--- src/rtl/alu_writeback_ctrl.sv ---
// Read-execute-writeback sequencer and ALU in front of the 8x3 register bank.
// It accepts one instruction per four cycles and retires it through the bank's single write port.
module alu_writeback_ctrl #(
  parameter int N = 3,
  parameter int W = 3
) (
  input  logic         clk,
  input  logic         rst,
  input  logic         instr_valid,
  output logic         instr_ready,
  input  logic [2:0]   instr_op,
  input  logic [N-1:0] instr_rs1,
  input  logic [N-1:0] instr_rs2,
  input  logic [N-1:0] instr_rd,
  input  logic [W-1:0] instr_imm,
  output logic [N-1:0] addr_rs1,
  output logic [N-1:0] addr_rs2,
  input  logic [W-1:0] rs1,
  input  logic [W-1:0] rs2,
  output logic         we,
  output logic [N-1:0] addr_rd,
  output logic [W-1:0] data_in,
  output logic         done,
  output logic         flag_zero,
  output logic         flag_carry
);

  typedef enum logic [1:0] {IDLE, READ, EXEC, WRITE} state_t;

  localparam logic [2:0] OP_ADD = 3'b000;
  localparam logic [2:0] OP_SUB = 3'b001;
  localparam logic [2:0] OP_AND = 3'b010;
  localparam logic [2:0] OP_OR  = 3'b011;
  localparam logic [2:0] OP_XOR = 3'b100;
  localparam logic [2:0] OP_SLL = 3'b101;
  localparam logic [2:0] OP_SRL = 3'b110;
  localparam logic [2:0] OP_LI  = 3'b111;

  state_t       state;
  logic [2:0]   op_q;
  logic [N-1:0] rd_q;
  logic [W-1:0] imm_q;
  logic [W-1:0] op_a;
  logic [W-1:0] op_b;

  logic [W:0]   alu_res;
  logic         alu_carry;
  logic         big_shift;

  assign instr_ready = (state == IDLE);
  assign big_shift   = (32'(op_b) >= W);

  // Result is formed one bit wider so the ADD carry falls out of the top bit.
  always_comb begin
    alu_res   = '0;
    alu_carry = 1'b0;
    case (op_q)
      OP_ADD: begin
        alu_res   = {1'b0, op_a} + {1'b0, op_b};
        alu_carry = alu_res[W];
      end
      OP_SUB: begin
        alu_res   = {1'b0, op_a} - {1'b0, op_b};
        alu_carry = (op_a < op_b);
      end
      OP_AND: alu_res = {1'b0, op_a & op_b};
      OP_OR:  alu_res = {1'b0, op_a | op_b};
      OP_XOR: alu_res = {1'b0, op_a ^ op_b};
      OP_SLL: alu_res = big_shift ? '0 : {1'b0, op_a << op_b};
      OP_SRL: alu_res = big_shift ? '0 : {1'b0, op_a >> op_b};
      OP_LI:  alu_res = {1'b0, imm_q};
      default: alu_res = '0;
    endcase
  end

  // Read addresses, write address/data and flags all hold between their update points.
  always_ff @(posedge clk) begin
    if (rst) begin
      state      <= IDLE;
      op_q       <= '0;
      rd_q       <= '0;
      imm_q      <= '0;
      op_a       <= '0;
      op_b       <= '0;
      addr_rs1   <= '0;
      addr_rs2   <= '0;
      we         <= 1'b0;
      addr_rd    <= '0;
      data_in    <= '0;
      done       <= 1'b0;
      flag_zero  <= 1'b0;
      flag_carry <= 1'b0;
    end else begin
      case (state)
        IDLE: begin
          if (instr_valid) begin
            op_q     <= instr_op;
            rd_q     <= instr_rd;
            imm_q    <= instr_imm;
            addr_rs1 <= instr_rs1;
            addr_rs2 <= instr_rs2;
            state    <= READ;
          end
        end
        READ: begin
          op_a  <= rs1;
          op_b  <= rs2;
          state <= EXEC;
        end
        EXEC: begin
          data_in    <= alu_res[W-1:0];
          flag_zero  <= (alu_res[W-1:0] == '0);
          flag_carry <= alu_carry;
          addr_rd    <= rd_q;
          // Register 0 is hardwired to zero, so its write is dropped but still retired.
          we         <= (rd_q != '0);
          done       <= 1'b1;
          state      <= WRITE;
        end
        WRITE: begin
          we    <= 1'b0;
          done  <= 1'b0;
          state <= IDLE;
        end
        default: state <= IDLE;
      endcase
    end
  end

endmodule

--- config.mk ---
export PLATFORM = sky130hd
export DESIGN_NAME = alu_writeback_ctrl
export DESIGN_NICKNAME = d
export VERILOG_FILES = /design/src/rtl/alu_writeback_ctrl.sv
export SDC_FILE = /design/constraint.sdc
export NUM_CORES = 1
export LEC_CHECK = 0
export CORE_ASPECT_RATIO = 0.5
export CORE_MARGIN = 5
export CORE_UTILIZATION = 50
export DETAILED_ROUTE_END_ITERATION = 12
export MAX_ROUTING_LAYER = met4
export PLACE_DENSITY = 0.79
export SETUP_SLACK_MARGIN = 0.4
export SLEW_MARGIN = 10
export SYNTH_ARGS = -nofsm -noshare
export SYNTH_HDL_FRONTEND = slang
export SYNTH_SLANG_ARGS = --single-unit
export TNS_END_PERCENT = 5
--- constraint.sdc ---
create_clock -name clk -period 2.6 [get_ports clk]
set_clock_uncertainty 0.05 [all_clocks]
set_input_delay 0.52 -clock clk [delete_from_list [all_inputs] [get_ports clk]]
set_output_delay 0.52 -clock clk [all_outputs]
set_load 0.03 [all_outputs]
## Word-level counts from Yosys, hierarchy flattened

Index checks and enable logic that the tools add are counted.

- Register bits after elaboration: 33
- Output and inout port bits: 17
- Logic and storage cells: 48
- Input port bits: 24

- Add/sub/neg operators: 2
- Equal/unequal tests: 11
- Reduce and logical (&&, ||, !) cells: 6
- Shift operators: 2
- Multiplexer cells: 8
- Bitwise operators: 3
- Magnitude comparators: 2

Operator list:

| kind | number |
|---|---|
| 3-bit one-hot mux with 8 select lines | 1 |
| 3-bit == test (second input constant) | 4 |
| 2-bit one-hot mux with 4 select lines | 1 |
| 3-bit by 2-bit == test with 1-bit output (second input constant) | 2 |
| 3-bit zero test | 2 |
| 3-bit 2-to-1 mux | 2 |
| 1-bit one-hot mux with 2 select lines | 3 |
| 3-bit by 3-bit adder with 4-bit output | 1 |
| 2-bit == test (second input constant) | 2 |
| 3-bit bitwise AND | 1 |
| 3-bit by 1-bit == test with 1-bit output (second input constant) | 1 |
| 3-bit by 2-bit greater-or-equal comparator with 1-bit output (second input constant) | 1 |
| 3-bit < comparator | 1 |
| 3-bit OR | 1 |
| 3-bit nonzero test | 1 |
| 3-bit by 3-bit left shift with 3-bit output | 1 |
| 3-bit by 3-bit right shift with 3-bit output | 1 |
| 3-bit subtractor | 1 |
| 3-bit XOR | 1 |
| 2-bit by 1-bit == test with 1-bit output (second input constant) | 1 |
| 2-bit zero test | 1 |
| 2-bit 2-to-1 mux | 1 |
| 2-bit != test (second input constant) | 1 |
| 2-bit AND reduction | 1 |
| 2-bit nonzero test | 1 |

## Longest topological paths before layout

Gate-level depths: netlist of the first run.

- Depth after elaboration: 4
- Depth in mapped cells: 9
- Mapped depth without buffers: 9

## Least setup slack after synthesis of the first run

OpenSTA, ideal clock, no wires.

- Path type: register to register
- Start point: register op_b[1]
- End point: register flag_zero
- Buffers on the path: 1
- Clock period less this slack: 1962 ps
- Arrival time: 1827 ps
- Stages on the path, launching flop included: 9
- Slack: 638 ps
- Required time: 2466 ps
- Library setup time: 84 ps
- Cell sequence: dfxtp_1 > buf_2 > inv_1 > fa_1 > xnor2_1 > a32oi_1 > o211ai_1 > a22o_1 > o31ai_2

- Cells in the longest elaborated chain, start to end: 4
- Elaborated cells on any way between the ends: 12
- Classes of those cells: 2 x add/sub; 1 x order compare; 2 x shift; 3 x mux; 3 x bitwise; 1 x reduce/logical

RTL lines:

| item | RTL line | RTL |
|---|---|---|
| from (decl) | 44 | `logic [W-1:0] op_b;` |
| from (signal assigned) | 107 | `op_b <= rs2;` |
| 3-bit by 2-bit greater-or-equal comparator with 1-bit output, or another cell as far along | 51 | `assign big_shift = (32'(op_b) >= W);` |
| 3-bit 2-to-1 mux, on equally long branches | 70, 69 |  |
| 3-bit one-hot mux with 8 select lines * | 57 | `case (op_q)` |
| 3-bit zero test * | 112 | `flag_zero <= (alu_res[W-1:0] == '0);` |
| to (signal assigned) | 112 |  |
| to (decl) | 24 | `output logic flag_zero,` |

Mark *: on every way between the ends. The rest lies on a longest branch, timed or not.
A chain may end at the register's enable or synchronous reset.

## Worst setup path in the final report of the first run

- Start point: register op_a[2]
- End point: register flag_zero

- Cells in the longest elaborated chain, start to end: 4
- Elaborated cells on any way between the ends: 11
- Classes of those cells: 2 x add/sub; 2 x shift; 3 x mux; 3 x bitwise; 1 x reduce/logical

RTL lines:

| item | RTL line | RTL |
|---|---|---|
| from (decl) | 43 | `logic [W-1:0] op_a;` |
| from (signal assigned) | 106 | `op_a <= rs1;` |
| 3-bit by 3-bit right shift with 3-bit output / 3-bit by 3-bit left shift with 3-bit output (equally long branches) | 70, 69 |  |
| 3-bit 2-to-1 mux, on equally long branches | 70, 69 |  |
| 3-bit one-hot mux with 8 select lines * | 57 |  |
| 3-bit zero test * | 112 |  |

Marked as above.

==> results.md, run 1 <==
* Status: finished clean
* Synth cell types at 49
* Yosys warning total at 0
* Maximum VDD drop at 0.441 mV
* Met1 GRT Util at 21.8%
* Row cnt at 15
* Busiest grt layer: met2
* Crit path max-delay cell type: dfxtp_1
* Pre-antenna DRT Iters at 4
* Sw Share at 39.9%
* Residual DRC at 0
* Post-CTS setup buffers at 0
* Met3 Usage GRT at 5.02%
* Setup tns final at 0 ns
* Total of max-cap violations at 0
* Power Dens Cells at 972 nW/um^2
* # hold bufs at CTS at 0
* WL/cell at 14.0 um
* Initial drt markers at 55
* Clock power frac at 19.8%
* Register share of total power at 33.9%
* Vias per inst at 5.19
* Final period util at 82.1%
* Port Buf Inserts at 40
* Final setup fails at 0
* Mapped Nets at 255
* Fin area at 2360 sq um
* Boundary Pins at 41
* Post-synth EDFFs at 0
* Utilization after layout at 68.0%
* Placed cell areas at 2250 sq um
* Clock Root Buffer: clkbuf_8
* Combinational Power Share at 46.3%
* CP Buf/Inv Count at 1
* Final hold violations at 0
* Async S/R FF share, synth at 0%
* FILL cells at 290
* Cells after DPL at 294
* Vias at 1561
* Cell count after synthesis at 215
* Largest net degree at the start of global routing at 22
* Final hold slack at 0.408 ns
* Crit end category: flop
* Clk_lat worst skew at 0.28 ns
* Switching power at 0.000915 W
* Synth Cell Area at 1830 sq um
* Area leader, netlist: dfxtp_1
* FMAX at 0.468 GHz
* Delay-heaviest family, CP: compound AO/OA/AOI/OAI gates
* First-pass GRT wire length at 6.72 mm
* Primary FF master, synth: dfxtp_1
* RSZ-0062 raised after global routing: yes
* CP max FO at 8
* Slew headroom at 57.3%
* Cts bufs inserted at 5
* Antenna cells at 0
* Die Wd at 95.5 um
* Final ANT Viol Nets at 0
* Clock transition at path regs at 0.06 ns
* CP Launch Type: flop
* Dpl hpwl at 3.08 mm
* Seq/Total Area, Yosys at 36.1%
* Slew Viols, Final at 0
* Fin nets at 290
* P&R area growth vs syn at 29.1%
* Drt total wl at 4.20 mm
* Leakage power at 0.933 nW
* Post-route minimum period at 2.13 ns
* Layout Cells excl Fill at 301
* CTS tree: done
* Largest stage delay on the critical path at 0.49 ns
* Maximum level of the CTS H-tree at 2
* Max Root-Sink Buffers at 2
* Syn_area_per_cell at 8.50 sq um
* Synth area leaders: dfxtp_1 (36%), ha_1 (9.6%), mux2i_1 (7.1%), nand2_1 (7.0%), a21oi_1 (4.9%)
* All-Layer GR Usage at 18.2%
* #FFs+latches synth at 33
* Gpl congestion at 0.897
* Vias in the first global route at 1476
* Core box area at 3470 sq um
* Crit-path cells: inv_1 > ha_1 > or2b_1 > a21oi_1 > o221ai_1 > a22o_1 > o31ai_2
* Die area at 5040 sq um
* Starting Density at 52.6%
* Critical path type: flop to flop
* Die H at 52.8 um
* Post-synth top area share at 36.1%
* Share of layout cells above drive strength 1 at 7.20%
* M2 GR Usage at 29.9%
* Initial antenna violation count at 0
* Least-Margin Pin Slew at 0.640 ns
* Grt ovf at 0
* Class of the worst hold path: flop to flop
* CP required at 2.74 ns
* Critical path data arrival time at 2.28 ns
* CTS sink cnt at 33
* Int Pwr at 0.00138 W
[flip-flops by register name, summed over array words and instances, names as in the netlist, 3 cells and up]
register  cells
addr_rd       3
op_a          3
op_b          3
op_q          3
data_in       3
rd_q          3
addr_rs2      3
imm_q         3
addr_rs1      3
[repair_timing]
item | in CTS | in global routing
gates resized for setup | 2 | 3
endpoints found under the setup margin | 4 | 3
pin swaps | 0 | 2
[path summary, 6_finish.rpt]
kind,start,to,slack (ns),depth (start not counted)
setup reg to reg,op_a[2],flag_zero,0.47,7
hold reg to reg,addr_rs1[2],addr_rs1[2],0.41,2
setup / recovery,op_a[2],flag_zero,0.47,7
hold / removal,addr_rs1[2],addr_rs1[2],0.41,2
[cells in the mapped netlist (3+ instances only)]
library cell / instances
o211a_1: 3
buf_2: 3
o21ai_0: 3
a21oi_1: 18
dfxtp_1: 33
nor2_1: 21
nand2b_1: 5
mux2i_1: 13
nand3_1: 3
clkbuf_1: 8
nand2_1: 34
inv_1: 13
ha_1: 14
[worst reg2reg max path, cell delays in order (launching register included)]
cell and delay [ns]:
dfxtp_1 0.49, inv_1 0.08, ha_1 0.39, or2b_1 0.25
a21oi_1 0.15, o221ai_1 0.12, a22o_1 0.28, o31ai_2 0.23
[power by group through the flow]
stage | sequential, W | combinational, W | clock, W
floorplan | 0.000833 | 0.000692 | 0
global route | 0.000795 | 0.00117 | 0.000488
detailed placement | 0.000783 | 0.00106 | 0
finish | 0.000778 | 0.00106 | 0.000453
CTS | 0.000773 | 0.00107 | 0.000464
global placement | 0.000777 | 0.00104 | 0
[kinds of logic after synthesis]
family,share of synthesized area (%)
AO/OA/AOI/OAI,17.0
flip-flops,36.1
XOR/XNOR,0.958
multiplexers,7.12
AND/OR/NAND/NOR,21.0
adder cells (fa/ha/maj),11.8
buffers and inverters,5.95
[through the flow]
step	worst slack, ns	total power [W]
6_report	0.465	0.00229
5_1_grt	0.314	0.00245
4_1_cts	0.364	0.00231
3_5_place_dp	0.333	0.00184
3_3_place_gp	0.410	0.00182
2_1_floorplan	0.638	0.00153
[metal layers]
metal / share of wire (%) / wire [um]
met1: 47 / 1980
met2: 47 / 1980
met3: 4.6 / 195
met4: 1.2 / 49
met5: 0 / 0
[cell usage in the layout (no fill, tap or decap), drive strengths merged, types with 2 or more instances in the layout]
| cell | Yosys | final |
|---|---|---|
| o21ai | 4 | 4 |
| nor3 | 2 | 2 |
| nor4b | 2 | 2 |
| nand2b | 5 | 5 |
| mux2i | 13 | 13 |
| nand2 | 34 | 34 |
| inv | 13 | 13 |
| nor2b | 2 | 2 |
| fa | 2 | 2 |
| a211oi | 2 | 2 |
| a21oi | 19 | 19 |
| o31ai | 2 | 2 |
| o211a | 3 | 3 |
| nand3b | 2 | 2 |
| a211o | 2 | 2 |
| clkdlybuf4s50 | 0 | 39 |
| ha | 14 | 14 |
| clkbuf | 8 | 5 |
| dfxtp | 33 | 33 |
| a22o | 2 | 2 |
| nand3 | 3 | 3 |
| nor2 | 21 | 21 |
[cell type report]
type	count	area, sq um	area share [%]
Sequential cell	33	666	28.2
Clock inverter	2	35.0	1.48
Timing Repair Buffer	41	419	17.8
Inverter	13	48.8	2.07
Clock buffer	5	68.8	2.92
Multi-Input combinational cell	156	1060	44.9
Tap cell	51	63.8	2.70
Note: power is estimated with default switching activity, not from simulation.
==> run 2, diff against run 1 <==
- clock period: 2.6 -> 1.97 ns (I/O delays scaled with it)
==> run 2 against run 1 <==
Final area is 7.6% higher. Highest routed layer unchanged. First-iteration DRC count is 40% higher. Register-to-register slack worse by 0.43 ns. Sequential share of layout area is 1.6 points lower. Combinational power is 49% higher. Setup slack worse by 0.43 ns. Utilization is 5.2 points higher. Non-clock buffer count is 11 higher. Critical path depth is 1 lower. Sequential power is 28% higher. Global-route usage is 2.2 points higher.
==> results.md, run 2 (synthesis results as in run 1) <==
* Vias in the first global route at 1622
* First-pass GRT wire length at 7.62 mm
* Largest stage delay on the critical path at 0.48 ns
* Crit path max-delay cell type: dfxtp_2
* Clock Root Buffer: clkbuf_8
* Class of the worst hold path: flop to flop
* Crit end category: flop
* Reg2Reg Setup Slack at 0.03 ns
* Die Wd at 95.5 um
* Least-Margin Pin Slew at 0.506 ns
* Critical path type: flop to flop
* Core box area at 3470 sq um
* CTS tree: done
* Cells after DPL at 304
* Maximum level of the CTS H-tree at 2
* FILL cells at 263
* RSZ-0062 raised after global routing: yes
* Status: finished clean
* Max Root-Sink Buffers at 2
* Largest net degree at the start of global routing at 18
* Dpl hpwl at 3.30 mm
* PnR Total Power at 0.00322 W
* Maximum VDD drop at 0.682 mV
* Final ANT Viol Nets at 0
* WL/cell at 14.5 um
* CP Launch Type: flop
* Die H at 52.8 um
* Final worst slack at 0.0325 ns
* Cts bufs inserted at 5
* Slew Viols, Final at 0
* Commonest non-fill, non-tap cells in the layout: nand2_1 (33), clkdlybuf4s50_1 (29), dfxtp_1 (25), nor2_1 (21), a21oi_1 (18)
* Clk_lat worst skew at 0.28 ns
* Layout Cells excl Fill at 313
* Area of the multi-input gates at 1110 sq um
* Final period util at 98.4%
* All-Layer GR Usage at 20.4%
* Final setup fails at 0
* Row cnt at 15
* Port Buf Inserts at 40
* Final hold violations at 0
* Vias per inst at 5.15
* Residual DRC at 0
* CTS sink cnt at 33
* Leakage power at 1.17 nW
* Critical path data arrival time at 2.12 ns
* Total of max-cap violations at 0
* Initial drt markers at 77
* Clock transition at path regs at 0.08 ns
* Crit-path cells: nor3b_2 > nor4b_1 > buf_4 > a311oi_2 > a21oi_2 > o211a_1
* Power Dens Cells at 1270 nW/um^2
* Reg area at 676 sq um
* Die area at 5040 sq um
* Drt total wl at 4.53 mm
* Boundary Pins at 41
* Antenna cells at 0
* P&R area growth vs syn at 38.9%
* CP required at 2.15 ns
* Share of layout cells above drive strength 1 at 17.6%
* DP Worst Slack at -0.0398 ns
* Fin nets at 301
* Pre-antenna DRT Iters at 4
* Grt ovf at 0
* Slew headroom at 65.8%
* Starting Density at 52.6%
* Initial antenna violation count at 0
* Post-route minimum period at 1.94 ns
* Gpl congestion at 0.944
* Vias at 1612
* FMAX at 0.516 GHz
* CP max FO at 16
* Commonest non-fill, non-tap cell in the layout: nand2_1
-- run 2: cell types whose count changed in the layout (fill, tap and decap cells not counted), moves of 3 or more --
cell and change:
buf_4 +12, clkdlybuf4s50_1 -10, dlymetal6s2s_1 +10, dfxtp_1 -4, ha_1 -4, ha_4 +3, inv_1 -3
-- run 2: area by class of cell --
class	instances	area share, %
clock buffers	5	2.71
clock inverters	3	1.82
inverters	13	2.22
multi-input cells	156	43.9
flip-flops and latches	33	26.6
well taps	51	2.51
repair buffers	52	20.2
-- run 2: final timing paths --
path | cells after the start | to | start
hold / removal | 2 | addr_rs2[1] | addr_rs2[1]
setup reg to reg | 6 | data_in[1] | op_q[2]
hold reg to reg | 2 | addr_rs2[1] | addr_rs2[1]
setup / recovery | 6 | data_in[1] | op_q[2]
-- run 2: per-layer routing --
metal	GRT usage [%]	up-vias	part of all wire [%]
met2	32.6	44	47
li1	-	822	-
met1	26.3	742	47
met3	4.59	4	5.3
met4	5.66	0	0.88
met5	-	-	0
-- run 2: worst max-delay path: cells and delay by family (launching register included) --
family	cells	cell delay, ns
buffers and inverters	1	0.21
flip-flops	1	0.48
AO/OA/AOI/OAI	3	0.39
AND/OR/NAND/NOR	2	0.74
-- run 2: metrics by stage --
stage          hold WS, ns  area, sq um  utilization (%)  TNS (ns)
6_report             0.406         2540             73.1         0
5_1_grt              0.436         2540             73.1   -0.0453
4_1_cts              0.407         2490             71.9         0
3_5_place_dp         0.396         2370             68.1   -0.0759
3_3_place_gp         0.393         2370             68.1   -0.0513
2_1_floorplan        0.381         1890                -         0
-- run 2: what timing repair did --
action | CTS | global route
pin swaps | 1 | 1
buffers inserted | 1 | 0
resized for setup | 5 | 20
hold buffers | 0 | 0
hold endpoints to repair | 0 | 0
endpoints found under the setup margin | 23 | 38
-- run 2: report_power, final --
group	internal, W	switching (W)	total [W]
Sequential	0.000842	0.000151	0.000993
Clock	0.000379	0.000266	0.000644
Combinational	0.000711	0.000872	0.00158
Total	0.00193	0.00129	0.00322
==> patch 1 (flow settings as in run 2) <==
`W`: 3 -> 6.
--- a/src/rtl/alu_writeback_ctrl.sv
+++ b/src/rtl/alu_writeback_ctrl.sv
@@ -2,7 +2,7 @@
 // It accepts one instruction per four cycles and retires it through the bank's single write port.
 module alu_writeback_ctrl #(
   parameter int N = 3,
-  parameter int W = 3
+  parameter int W = 6
 ) (
   input  logic         clk,
   input  logic         rst,
Interface: changed (resized data_in, instr_imm, rs1 and rs2); port bits go from 41 to 53. No check against the original RTL was run, so the function may have changed too.
==> patch 1 against run 2 <==
- the run now ends with negative setup slack left
- area after synthesis increased by 63%
- power increased by 74%
- clock power increased by 50%
- sequential cell count increased by 12
- wire length increased by 120%
- final area increased by 67%
- worst setup slack got worse by 0.24 ns
- die area increased by 53%
- fmax decreased by 11%
- cell count increased by 72%
- count of clock-buffer cells in the layout unchanged
- via count increased by 98%
- critical path type unchanged
- critical endpoint is now flag_zero
- largest cell class unchanged
==> patch 1: results (changes against run 2) <==
final setup violation count=6 (was 0); gr usage total=26.0% (was 20.4%); met2 usage=40.4% (was 32.6%); crit-path max cell delay=0.37 ns (was 0.48 ns); met3 routed WL=859 um (was 241 um); clock transition at the registers of the reported paths=0.07 ns; met2 wire length=4.44 mm (was 2.13 mm); CTS resizes=35 (was 5); leakage power=1.81 nW (was 1.17 nW); layout cells sized above 1=24.5% (was 17.6%); slowest CP cell=dfxtp_2 (unchanged); first-pass GRT wire length=15.5 mm (was 7.62 mm); Num CTS Buffers=5 (unchanged); M1 WL=4.45 mm (was 2.12 mm); Area contributors post-synth=dfxtp_1 30%, ha_1 9.2%, nand2_1 7.0% (was dfxtp_1 36%, ha_1 9.6%, mux2i_1 7.1%); status=finished, violations left (was finished clean); Synth Area in XOR/XNOR=2.35% (was 0.958%); Worst Max-Slew Pin Slew=0.413 ns (was 0.506 ns); compound-gate portion of the synthesized area=18.2% (was 17.0%); First-pass DRT Iterations=6 (was 4); mux share of post-synthesis cell area=10.3% (was 7.12%); Logic pwr share=58.6% (was 49.2%); DR WL/cell=18.4 um (was 14.5 um); synthesized-area fraction occupied by adder cells=10.6% (was 11.8%); vias=3198 (was 1612); CP Data Arrival Time=2.35 ns (was 2.12 ns); setup ws final=-0.212 ns (was 0.0325 ns); number of diodes=0 (unchanged); Starting DRT DRC Count=420 (was 77); sequential-to-total area share from yosys stat=30.2% (was 36.1%); Hold WC Path Type=reg -> reg (unchanged); syn nets=426 (was 255); post-DP HPWL=7.35 mm (was 3.30 mm); met3 usage=5.39% (was 4.59%); synth cell count leaders=56 x nand2_1, 45 x dfxtp_1, 35 x nor2_1 (was 34 x nand2_1, 33 x dfxtp_1, 21 x nor2_1); nets@finish=523 (was 301); htree depth=2 (unchanged); Syn. warnings=0 (unchanged); Internal Power=3.24 mW (was 1.93 mW); Worst-Skew Late Latency=0.29 ns; vias in the first global route=2992 (was 1622); Top Family by Delay on Critical Path=compound AO/OA/AOI/OAI gates (was simple AND/OR/NAND/NOR gates); Yosys cell types=62 (was 49); clock share of power=17.2% (was 20.0%); # Post-CTS Setup Buffers=1 (unchanged); RePlAce Congestion=0.942 (was 0.944); CTS root buf=clkbuf_16 (was clkbuf_8); CP max FO=3 (was 16); initial antenna violation count=0 (unchanged); Global Route met1 Usage=35.3% (was 26.3%); pin count of the biggest net entering global routing=44 (was 18); failing checks=negative setup slack; Port Buffer Count=52 (was 40); pre-CTS WS=-0.183 ns (was -0.0398 ns); maximum vdd drop=1.15 mV (was 0.682 mV)
-- patch 1: changes by cell type in the layout (fill, tap and decap cells not counted), moves of 8 or more --
cell | before | now
dlygate4sd2_1 | 0 | 19
dfxtp_1 | 25 | 35
nand2_1 | 33 | 56
buf_4 | 12 | 60
dlymetal6s2s_1 | 10 | 0
nor2_1 | 21 | 35
nand4_1 | 1 | 9
-- patch 1: area by class of cell --
class                      count  area (um2)
clock buffer                   5         125
clock inverter                 2        38.8
fill                         428        1390
inverter                      21        83.8
multi-input combinational    279        2000
sequential                    45         918
tap                           73        91.3
timing repair buffer         114         988
-- patch 1: worst reg2reg max path: stages, from the launching register on --
cell,delay (ns)
dfxtp_2,0.37
inv_2,0.05
ha_2,0.19
fa_2,0.35
o21bai_1,0.17
a21oi_2,0.09
mux2i_1,0.13
o32ai_2,0.33
o2111ai_1,0.19
o31ai_2,0.19
-- patch 1: stage by stage --
stage | hold WS, ns | power (mW) | cell area [um2] | TNS (ns) | instances
3_5_place_dp | 0.398 | 4.46 | 4010 | -0.524 | 530
2_1_floorplan | 0.383 | 3.26 | 3050 | -0.0556 | 369
5_1_grt | 0.432 | 5.94 | 4240 | -1.11 | 539
4_1_cts | 0.404 | 5.46 | 4180 | -0.509 | 538
3_3_place_gp | 0.393 | 4.39 | 4010 | -0.301 | 530
6_report | 0.401 | 5.61 | 4240 | -0.724 | 539
-- patch 1: final timing paths --
path / startpoint / to / slack, ns / depth (start not counted)
max: op_a[0] / flag_zero / -0.21 / 9
min: addr_rs2[0] / addr_rs2[0] / 0.40 / 2
max reg2reg: op_a[0] / flag_zero / -0.21 / 9
min reg2reg: addr_rs2[0] / addr_rs2[0] / 0.40 / 2
==> patch 2 (config.mk and constraints of run 2) <==
Without the edit above. The 4 states of `state_t` get a one-hot encoding in 4 bits.
--- a/src/rtl/alu_writeback_ctrl.sv
+++ b/src/rtl/alu_writeback_ctrl.sv
@@ -25,7 +25,7 @@
   output logic         flag_carry
 );
 
-  typedef enum logic [1:0] {IDLE, READ, EXEC, WRITE} state_t;
+  typedef enum logic [3:0] {IDLE = 4'b0001, READ = 4'b0010, EXEC = 4'b0100, WRITE = 4'b1000} state_t;
 
   localparam logic [2:0] OP_ADD = 3'b000;
   localparam logic [2:0] OP_SUB = 3'b001;
Formal check against the unedited RTL: same outputs for any inputs over 10 cycles, from zero or initial values and one cycle with rst high; not proved beyond that.
==> patch 2 against run 2 <==
- the flow now finishes with violations (negative setup slack)
- final area decreased by 1.5%
- count of clock-buffer cells in the layout increased by 2
- sequential cell count up 2
- wire length grew 0.22%
- area after synthesis is the same
- worst setup slack worse by 0.053 ns
- critical path type unchanged
Power is not compared: it rests on default switching activity, and its combinational part moved more than twofold at a synthesized area within 25%.
==> patch 2: results (changes against run 2) <==
post-DP HPWL=3.29 mm (was 3.30 mm); reg2reg path depth=8 (was 6); slowest CP cell=fa_2 (was dfxtp_2); setup ws final=-0.0209 ns (was 0.0325 ns); CP Launch Point=op_a[0] (was op_q[2]); met2 usage=32.9% (was 32.6%); non-clock inverter count=11 (was 13); first-pass GRT wire length=7.36 mm (was 7.62 mm); pre-CTS WS=0.0143 ns (was -0.0398 ns); # Post-CTS Setup Buffers=0 (was 1); Starting DRT DRC Count=76 (was 77); sequential-to-total area share from yosys stat=38.3% (was 36.1%); gr usage total=20.0% (was 20.4%); synth cell count leaders=49 x nand2_1, 35 x dfxtp_1, 28 x a21oi_1 (was 34 x nand2_1, 33 x dfxtp_1, 21 x nor2_1); syn nets=258 (was 255); multi-input logic area=1050 um2 (was 1110 um2); non-clock buffer total of the final layout=55 (was 52); failing checks=negative setup slack; synthesized netlist cell count=222 (was 215); vias=1675 (was 1612); RePlAce Congestion=0.924 (was 0.944); compound-gate portion of the synthesized area=18.1% (was 17.0%); r2r startpoint=op_a[0] (was op_q[2]); #FFs+latches synth=35 (was 33); met3 usage=5.60% (was 4.59%); synthesized-area fraction occupied by adder cells=9.03% (was 11.8%); crit-path max cell delay=0.41 ns (was 0.48 ns); CP max FO=5 (was 16); Area contributors post-synth=dfxtp_1 38%, nand2_1 10%, a21oi_1 7.7% (was dfxtp_1 36%, ha_1 9.6%, mux2i_1 7.1%); Non-Filler Instances=322 (was 313); Slew HR=71.1% (was 65.8%); clock buffers=7 (was 5); status=finished, violations left (was finished clean); M1 WL=2.07 mm (was 2.12 mm); final setup violation count=1 (was 0); CP Data Arrival Time=2.14 ns (was 2.12 ns); Global Route met1 Usage=24.5% (was 26.3%); Min-Delay Endpoint=addr_rd[2] (was addr_rs2[1]); pin count of the biggest net entering global routing=37 (was 18); met2 wire length=2.16 mm (was 2.13 mm); Critical Path Sink=flag_zero (was data_in[1]); met3 routed WL=272 um (was 241 um); Top Family by Delay on Critical Path=compound AO/OA/AOI/OAI gates (was simple AND/OR/NAND/NOR gates)
==> patch 2: cell types whose count changed after synthesis, sizes merged, moves of 3 or more <==
cell,before,now
a21oi,19,28
buf,5,8
ha,14,10
mux2i,13,6
nand2,34,49
nand3,3,0
nor2,21,14
nor3,2,5
==> patch 2: timing repair <==
item / CTS / global route
pin swaps: 5 / 5
resized for setup: 28 / 9
endpoints found under the setup margin: 29 / 14
==> patch 2: per-stage QoR <==
stage	hold WS [ns]	setup TNS, ns	instance area (um2)
after floorplan	0.381	0	1860
after global placement	0.392	0	2370
after detailed placement	0.396	0	2370
after CTS	0.404	-0.00646	2480
after global routing	0.422	-0.256	2500
final	0.404	-0.0209	2500
==> patch 2: where the power goes <==
part           leakage (nW)  internal, mW  switching, mW
Sequential            0.290         0.729         0.0284
Combinational         0.724         0.126          0.128
Clock                0.0600         0.365          0.279
Total                  1.07          1.22          0.435
